### config.mk
export PLATFORM = sky130hd
export DESIGN_NAME = alu_pipelined
export DESIGN_NICKNAME = d
export VERILOG_FILES = /design/src/rtl/alu_pkg.sv /design/src/rtl/alu_core.sv /design/src/rtl/alu_pipelined.sv
export SDC_FILE = /design/constraint.sdc
export NUM_CORES = 1
export LEC_CHECK = 0
export CELL_PAD_IN_SITES_DETAIL_PLACEMENT = 0
export CELL_PAD_IN_SITES_GLOBAL_PLACEMENT = 1
export CORE_UTILIZATION = 35
export CTS_BUF_LIST = sky130_fd_sc_hd__clkbuf_8
export CTS_CLUSTER_DIAMETER = 150
export DETAILED_ROUTE_END_ITERATION = 10
export PLACE_DENSITY = 0.77
export SYNTH_ARGS = -nofsm -noshare
export SYNTH_HDL_FRONTEND = slang
export SYNTH_SLANG_ARGS = --single-unit
### constraint.sdc
create_clock -name clk -period 8.1 [get_ports clk]
set_clock_uncertainty 0.1 [all_clocks]
set_input_delay 1.62 -clock clk [delete_from_list [all_inputs] [get_ports clk]]
set_output_delay 1.62 -clock clk [all_outputs]
set_load 0.02 [all_outputs]
### src/rtl/alu_pkg.sv
// Shared ALU types: opcode enum, flag bit positions and flag vector width.
// Latency: n/a (types and constants only).
// Backpressure: n/a.
package alu_pkg;

   localparam int FLAG_W = 4;

   // Bit positions inside flags = {carry, overflow, negative, zero}
   localparam int FLAG_Z = 0;
   localparam int FLAG_N = 1;
   localparam int FLAG_V = 2;
   localparam int FLAG_C = 3;

   typedef enum logic [3:0] {
      OP_ADD = 4'd0,
      OP_SUB = 4'd1,
      OP_AND = 4'd2,
      OP_OR  = 4'd3,
      OP_XOR = 4'd4,
      OP_NOT = 4'd5,
      OP_SHL = 4'd6,
      OP_SHR = 4'd7,
      OP_SRA = 4'd8,
      OP_MUL = 4'd9,
      OP_CMP = 4'd10
   } alu_op_t;

endpackage

### src/rtl/alu_core.sv
// Combinational ALU datapath: a, b, op -> result, flags, err. MUL only when ALU_MUL_EN is defined.
// Latency: 0 cycles (pure combinational).
// Backpressure: none; the enclosing pipeline decides when results are captured.
module alu_core
   import alu_pkg::*;
#(
   parameter int WIDTH = 8
) (
   input  logic [WIDTH-1:0]  a_i,
   input  logic [WIDTH-1:0]  b_i,
   input  alu_op_t           op_i,
   output logic [WIDTH-1:0]  result_o,
   output logic [FLAG_W-1:0] flags_o,
   output logic              err_o
);

   localparam int SW = $clog2(WIDTH);

   logic [SW-1:0]    sh;
   logic [WIDTH:0]   sum;
   logic [WIDTH:0]   diff;
   logic [WIDTH:0]   shl_ext;
   logic [WIDTH-1:0] res;
   logic             c;
   logic             v;
   logic             legal;
`ifdef ALU_MUL_EN
   logic [2*WIDTH-1:0] prod;
   assign prod = {{WIDTH{1'b0}}, a_i} * {{WIDTH{1'b0}}, b_i};
`endif

   // Only the low bits of b select the shift distance.
   assign sh      = b_i[SW-1:0];
   assign sum     = {1'b0, a_i} + {1'b0, b_i};
   // Top bit of the extended difference is the unsigned borrow.
   assign diff    = {1'b0, a_i} - {1'b0, b_i};
   // Extended left shift: bit WIDTH holds the last bit shifted out (0 when sh==0).
   assign shl_ext = {1'b0, a_i} << sh;

   // Select the operation result and carry/overflow, then derive zero/negative.
   always_comb begin
      res   = '0;
      c     = 1'b0;
      v     = 1'b0;
      legal = 1'b1;
      case (op_i)
         OP_ADD: begin
            res = sum[WIDTH-1:0];
            c   = sum[WIDTH];
            v   = (a_i[WIDTH-1] == b_i[WIDTH-1]) && (sum[WIDTH-1] != a_i[WIDTH-1]);
         end
         OP_SUB, OP_CMP: begin
            res = (op_i == OP_SUB) ? diff[WIDTH-1:0] : '0;
            c   = diff[WIDTH];
            v   = (a_i[WIDTH-1] != b_i[WIDTH-1]) && (diff[WIDTH-1] != a_i[WIDTH-1]);
         end
         OP_AND: res = a_i & b_i;
         OP_OR:  res = a_i | b_i;
         OP_XOR: res = a_i ^ b_i;
         OP_NOT: res = ~a_i;
         OP_SHL: begin
            res = shl_ext[WIDTH-1:0];
            c   = shl_ext[WIDTH];
         end
         OP_SHR: res = a_i >> sh;
         OP_SRA: res = $signed(a_i) >>> sh;
`ifdef ALU_MUL_EN
         OP_MUL: begin
            res = prod[WIDTH-1:0];
            c   = |prod[2*WIDTH-1:WIDTH];
         end
`endif
         default: legal = 1'b0;
      endcase

      flags_o = '0;
      if (legal) begin
         flags_o[FLAG_C] = c;
         flags_o[FLAG_V] = v;
         flags_o[FLAG_N] = (op_i == OP_CMP) ? diff[WIDTH-1] : res[WIDTH-1];
         flags_o[FLAG_Z] = (op_i == OP_CMP) ? (a_i == b_i) : (res == '0);
      end
      result_o = res;
      err_o    = !legal;
   end

endmodule

### src/rtl/alu_pipelined.sv
// Two-stage ALU pipeline (operand regs -> result regs) around alu_core; MUL enabled by ALU_MUL_EN.
// Latency: out_valid exactly 2 cycles after the input transfer; one result per cycle when unstalled.
// Backpressure: valid/ready; in_ready = !s1_valid || s2_free, outputs hold while out_ready is low.
module alu_pipelined
   import alu_pkg::*;
#(
   parameter int WIDTH = 8
) (
   input  logic              clk,
   input  logic              rst_n,
   input  logic              in_valid,
   output logic              in_ready,
   input  logic [WIDTH-1:0]  a,
   input  logic [WIDTH-1:0]  b,
   input  alu_op_t           op,
   output logic              out_valid,
   input  logic              out_ready,
   output logic [WIDTH-1:0]  result,
   output logic [FLAG_W-1:0] flags,
   output logic              err
);

   logic              s1_valid_q, s1_valid_d;
   logic [WIDTH-1:0]  s1_a_q, s1_a_d;
   logic [WIDTH-1:0]  s1_b_q, s1_b_d;
   alu_op_t           s1_op_q, s1_op_d;

   logic              out_valid_q, out_valid_d;
   logic [WIDTH-1:0]  result_q, result_d;
   logic [FLAG_W-1:0] flags_q, flags_d;
   logic              err_q, err_d;

   logic              s2_free;
   logic [WIDTH-1:0]  core_result;
   logic [FLAG_W-1:0] core_flags;
   logic              core_err;

   alu_core #(.WIDTH(WIDTH)) u_core (
      .a_i      (s1_a_q),
      .b_i      (s1_b_q),
      .op_i     (s1_op_q),
      .result_o (core_result),
      .flags_o  (core_flags),
      .err_o    (core_err)
   );

   // Ready chain: stage 2 frees when drained, stage 1 accepts when empty or moving on.
   always_comb begin
      s2_free  = !out_valid_q || out_ready;
      in_ready = !s1_valid_q || s2_free;
   end

   // Next-state for both stages; payload only captured alongside a valid token.
   always_comb begin
      s1_valid_d  = s1_valid_q;
      s1_a_d      = s1_a_q;
      s1_b_d      = s1_b_q;
      s1_op_d     = s1_op_q;
      out_valid_d = out_valid_q;
      result_d    = result_q;
      flags_d     = flags_q;
      err_d       = err_q;
      if (in_ready) begin
         s1_valid_d = in_valid;
         if (in_valid) begin
            s1_a_d  = a;
            s1_b_d  = b;
            s1_op_d = op;
         end
      end
      if (s2_free) begin
         out_valid_d = s1_valid_q;
         if (s1_valid_q) begin
            result_d = core_result;
            flags_d  = core_flags;
            err_d    = core_err;
         end
      end
   end

   // Pipeline registers; reset drops all in-flight tokens.
   always_ff @(posedge clk or negedge rst_n) begin
      if (!rst_n) begin
         s1_valid_q  <= 1'b0;
         s1_a_q      <= '0;
         s1_b_q      <= '0;
         s1_op_q     <= OP_ADD;
         out_valid_q <= 1'b0;
         result_q    <= '0;
         flags_q     <= '0;
         err_q       <= 1'b0;
      end else begin
         s1_valid_q  <= s1_valid_d;
         s1_a_q      <= s1_a_d;
         s1_b_q      <= s1_b_d;
         s1_op_q     <= s1_op_d;
         out_valid_q <= out_valid_d;
         result_q    <= result_d;
         flags_q     <= flags_d;
         err_q       <= err_d;
      end
   end

   assign out_valid = out_valid_q;
   assign result    = result_q;
   assign flags     = flags_q;
   assign err       = err_q;

endmodule

### After elaboration in Yosys (flattened, before gate mapping)

Cells that the tools add are included.

* register bits: 35
* word-level logic and storage cells: 52

* add/subtract/negate cells: 2
* eq/ne operators: 14
* shifts and indexed selects: 3
* multiplexer cells: 8
* bitwise operators: 4
* reductions and logical operators: 13

Operators by type and width (count)
* $pmux 8 s9: 1
* $eq 4x3->1 const B: 4
* $reduce_or 10->1: 1
* $add 8x8->9: 1
* $shl 8x3->9: 1
* $sub 8x8->9: 1
* $and 8x8->8: 1
* $eq 4x2->1 const B: 2
* $eq 4x4->1 const B: 2
* $eq 8x8->1: 1
* $logic_not 8->1: 1
* $mux 8: 1
* $not 8->8: 1
* $or 8x8->8: 1
* $shr 8x3->8: 1
* $sshr 8x3->8: 1
* $xor 8x8->8: 1
* $eq 4x1->1 const B: 1
* $logic_not 4->1: 1
* $mux 4: 1
* $reduce_and 2->1: 2
* $logic_not 1->1: 3
* $mux 1: 3
* $ne 1x1->1: 3
* other kinds (6): 8

### Logic depth before layout (Yosys ltp)

* depth in word-level cells: 6
* gate-level depth with buffers: 11
* mapped depth without buffers: 11

### By module

Synthesis repeated with hierarchy kept, for this count alone.

* cells, all modules: 360
* area total of the unflattened synthesis: 3532.1 um2

By module, submodules not included
* alu_core: instances 1, cells an instance 283, area an instance 2063.2 um2, seq. area each 0.0 um2
* alu_pipelined: instances 1, cells an instance 77, area an instance 1468.9 um2, seq. area each 875.8 um2

### Worst setup path before layout

Ideal clock, no wire load.

* path type: input to output
* start point: input port out_ready
* end point: output port in_ready
* data arrival time: 1903 ps
* path slack: 4477 ps
* stages on the path: 1
* path buffers: 0
* cells stage by stage: nand3b_1

* word-level cells in the longest chain between the ends: 2

Ends and longest elaborated chain
* from (decl): line alu_pipelined.sv:17 `input logic out_ready,`
* $logic_or 1x1->1: line alu_pipelined.sv:49 `s2_free = !out_valid_q || out_ready;`
* $logic_or 1x1->1: line alu_pipelined.sv:50 `in_ready = !s1_valid_q || s2_free;`
* to (decl): line alu_pipelined.sv:12 `output logic in_ready,`

No other way between the ends.

### Worst setup path after layout

Same ends and word-level chain as after synthesis.

==> results.ini <==
[power_and_ir_drop]
power_frac_comb_pct=52.0
seqPwrFrac_pct=32.5
ir_worst_vdd_mv=0.1171
power.density_nw_per_um2=212.9
power.leakage_nw=1.594
p_int_uw=461.7
power.total_uw=816.1
switching_share_pct=43.43
power.share.clock_pct=15.5
p_sw_uw=354.4

[final_layout]
syn2layout_area_growth_pct=14.63
diodes=0
finalNetCount=436
num-fill-cells=953
drive_gt1_share_pct=11.66
mostFrequentLayoutCells=37 x clkdlybuf4s50_1, 35 x dfrtp_1, 30 x a21oi_1
final_common_cell=clkdlybuf4s50_1

[synth]
synth_edf_count=0
synth_cell_types=65
synthCells=365
yosys_register_bits=35
synth-async-reset-ratio_pct=100.0
netlist_top_cells_area=dfrtp_1 26%, ha_1 9.4%, mux2_2 7.7%, a21oi_1 4.5%, mux4_2 3.4%
syn_area_sq_um=3343
synth_top_area_cell=dfrtp_1
syn-num-nets=416
ys.flop_type=dfrtp_1
synth_top_area_share_pct=26.20
ys_seq_area_share_pct=26.20
yosysWarnings=0
syn_area_per_cell_sq_um=9.159

[routing]
first_pass_iters=4
finalWirelength_microns=8789
drtIter0Drc=254
vias=2869
ant_nets=0
viasPerCell=5.571
wl_per_cell_microns=17.07
drc=0

[global_routing]
grtUsageTotal_pct=18.58
grt_pass1_vias=2687
grt_pass1_wl_microns=14290
overflow=0
grt_max_degree=41
antenna_found_initial=0

[clocking]
cts_setup_buffers=0
cts_buffers=5
clockRootBuffer=clkbuf_8
htreeDepth=2
clk-insertion-delay-late_ns=0.30
hold_buffers=0
cts-resized-gates=0
cts_tree=yes
clk_path_buf_depth=2
cts.sinks=35
path_clk_slew_ns=0.07

[setup_path]
end_kind=output pin
critPathMaxFanout=3
path_cells=clkdlybuf4s50_1, nand3b_1, clkdlybuf4s50_1
start_kind=primary input
crit_arrival_ns=2.86
crit_required_ns=6.38
crit_path_max_incr_delay_ns=0.62
slowest_stage=clkdlybuf4s50_1
critPathKind=primary input to output pin
cpMostUsedCell=clkdlybuf4s50_1

[placement]
place_hpwl_microns=6448
gp_congestion=0.8830
port-buffer-count=38

[floorplan]
num_rows=35
dieArea_sq_um=9947
die_w_microns=99.74
coreArea_sq_um=9240
io_pins=39
die_h_microns=99.74
start_util_pct=36.18

[timing]
slew_viol_final=0
max_slew_margin_pct=42.42
hold_viol=0
setup_viol=0
period_needed_ns=4.584
worst_pin_slew_ns=0.8637
rsz0062_at_grt=false
fmax_ghz=0.2182
finalCritPeriodShare_pct=56.59
finalSetupTns_ns=0

[outcome]
status=complete, no violations

[hold_path]
hp-class=register to register

[job]
drv_cap=0

area by class of cell:
type	instances	area, sq um	area share [%]
Inverter	27	101.3	2.644
Multi-Input combinational cell	275	2215	57.79
Tap cell	129	161.4	4.212
Clock buffer	5	68.82	1.796
Timing Repair Buffer	41	397.9	10.38
Clock inverter	3	12.51	0.3265
Sequential cell	35	875.8	22.85
final timing paths:
check	slack, ns	startpoint	to	cells after the start
setup / recovery	3.52	out_ready	in_ready	3
hold / removal	0.38	flags[3]	flags[3]	2
setup reg to reg	4.70	s1_b_q[2]	flags[0]	9
hold reg to reg	0.38	flags[3]	flags[3]	2
max in group asynchronous	6.08	rst_n	s1_b_q[5]	1
min in group asynchronous	1.31	rst_n	s1_b_q[0]	1
Yosys cell counts (3+ instances only):
cell type   n
dfrtp_1    35
a21oi_1    30
inv_1      26
ha_1       25
nand2_1    25
mux2_2     23
nor2_1     16
o21ai_0    15
buf_2      13
clkbuf_1   10
nand2b_1    9
mux2i_1     8
nand3_1     8
nor3_1      7
o211ai_1    7
mux4_2      5
nor2b_1     5
o21ai_1     5
o221ai_1    5
o22ai_1     5
a31oi_1     4
mux4_1      4
or3_1       4
xnor2_1     4
a211o_1     3
a211oi_1    3
a22o_1      3
buf_6       3
nand3b_1    3
nor3b_1     3
cells by family after synthesis:
kind of cell	Yosys count	synth area share, %
compound gates	105	21.44
simple gates	95	15.34
buf+inv	55	7.560
mux	42	17.33
flops	35	26.20
fa+ha+maj	27	10.55
xor+xnor	6	1.572
layer usage:
metal	routed length [microns]	vias up	part of all wire (%)	track usage, %
met1	3931	1380	45	25.80
met2	4140	100	47	29.92
met4	115	0	1.3	4.638
met5	0	-	0	0
li1	-	1381	-	-
met3	601	8	6.8	3.233
flip-flops by register name, indices dropped and copies added (netlist names):
name,cells
err,1
flags,4
out_valid,1
result,8
s1_a_q,8
s1_b_q,8
s1_op_q,4
s1_valid_q,1
critical path, delay by kind of cell:
kind	cells	cell delay (ns)
and+or+nand+nor	1	0.15
buffers and inverters	2	1.09
power by group through the flow:
stage	combinational (mW)	sequential (mW)	clock [mW]
6_report	0.425	0.265	0.126
5_1_grt	0.463	0.273	0.140
4_1_cts	0.423	0.265	0.131
3_5_place_dp	0.421	0.269	0
3_3_place_gp	0.415	0.267	0
2_1_floorplan	0.304	0.259	0
metrics by stage:
stage	cell area, sq um	worst slack (ns)	std cells	util, %	hold slack, ns
2_1_floorplan	3343	4.477	365	-	0.4063
3_3_place_gp	3751	3.546	507	40.60	0.3607
3_5_place_dp	3751	3.515	507	40.60	0.3698
4_1_cts	3832	3.508	515	41.48	0.3873
5_1_grt	3832	3.471	515	41.48	0.3970
6_report	3832	3.516	515	41.48	0.3803
Power figures use the tool's default switching activity.
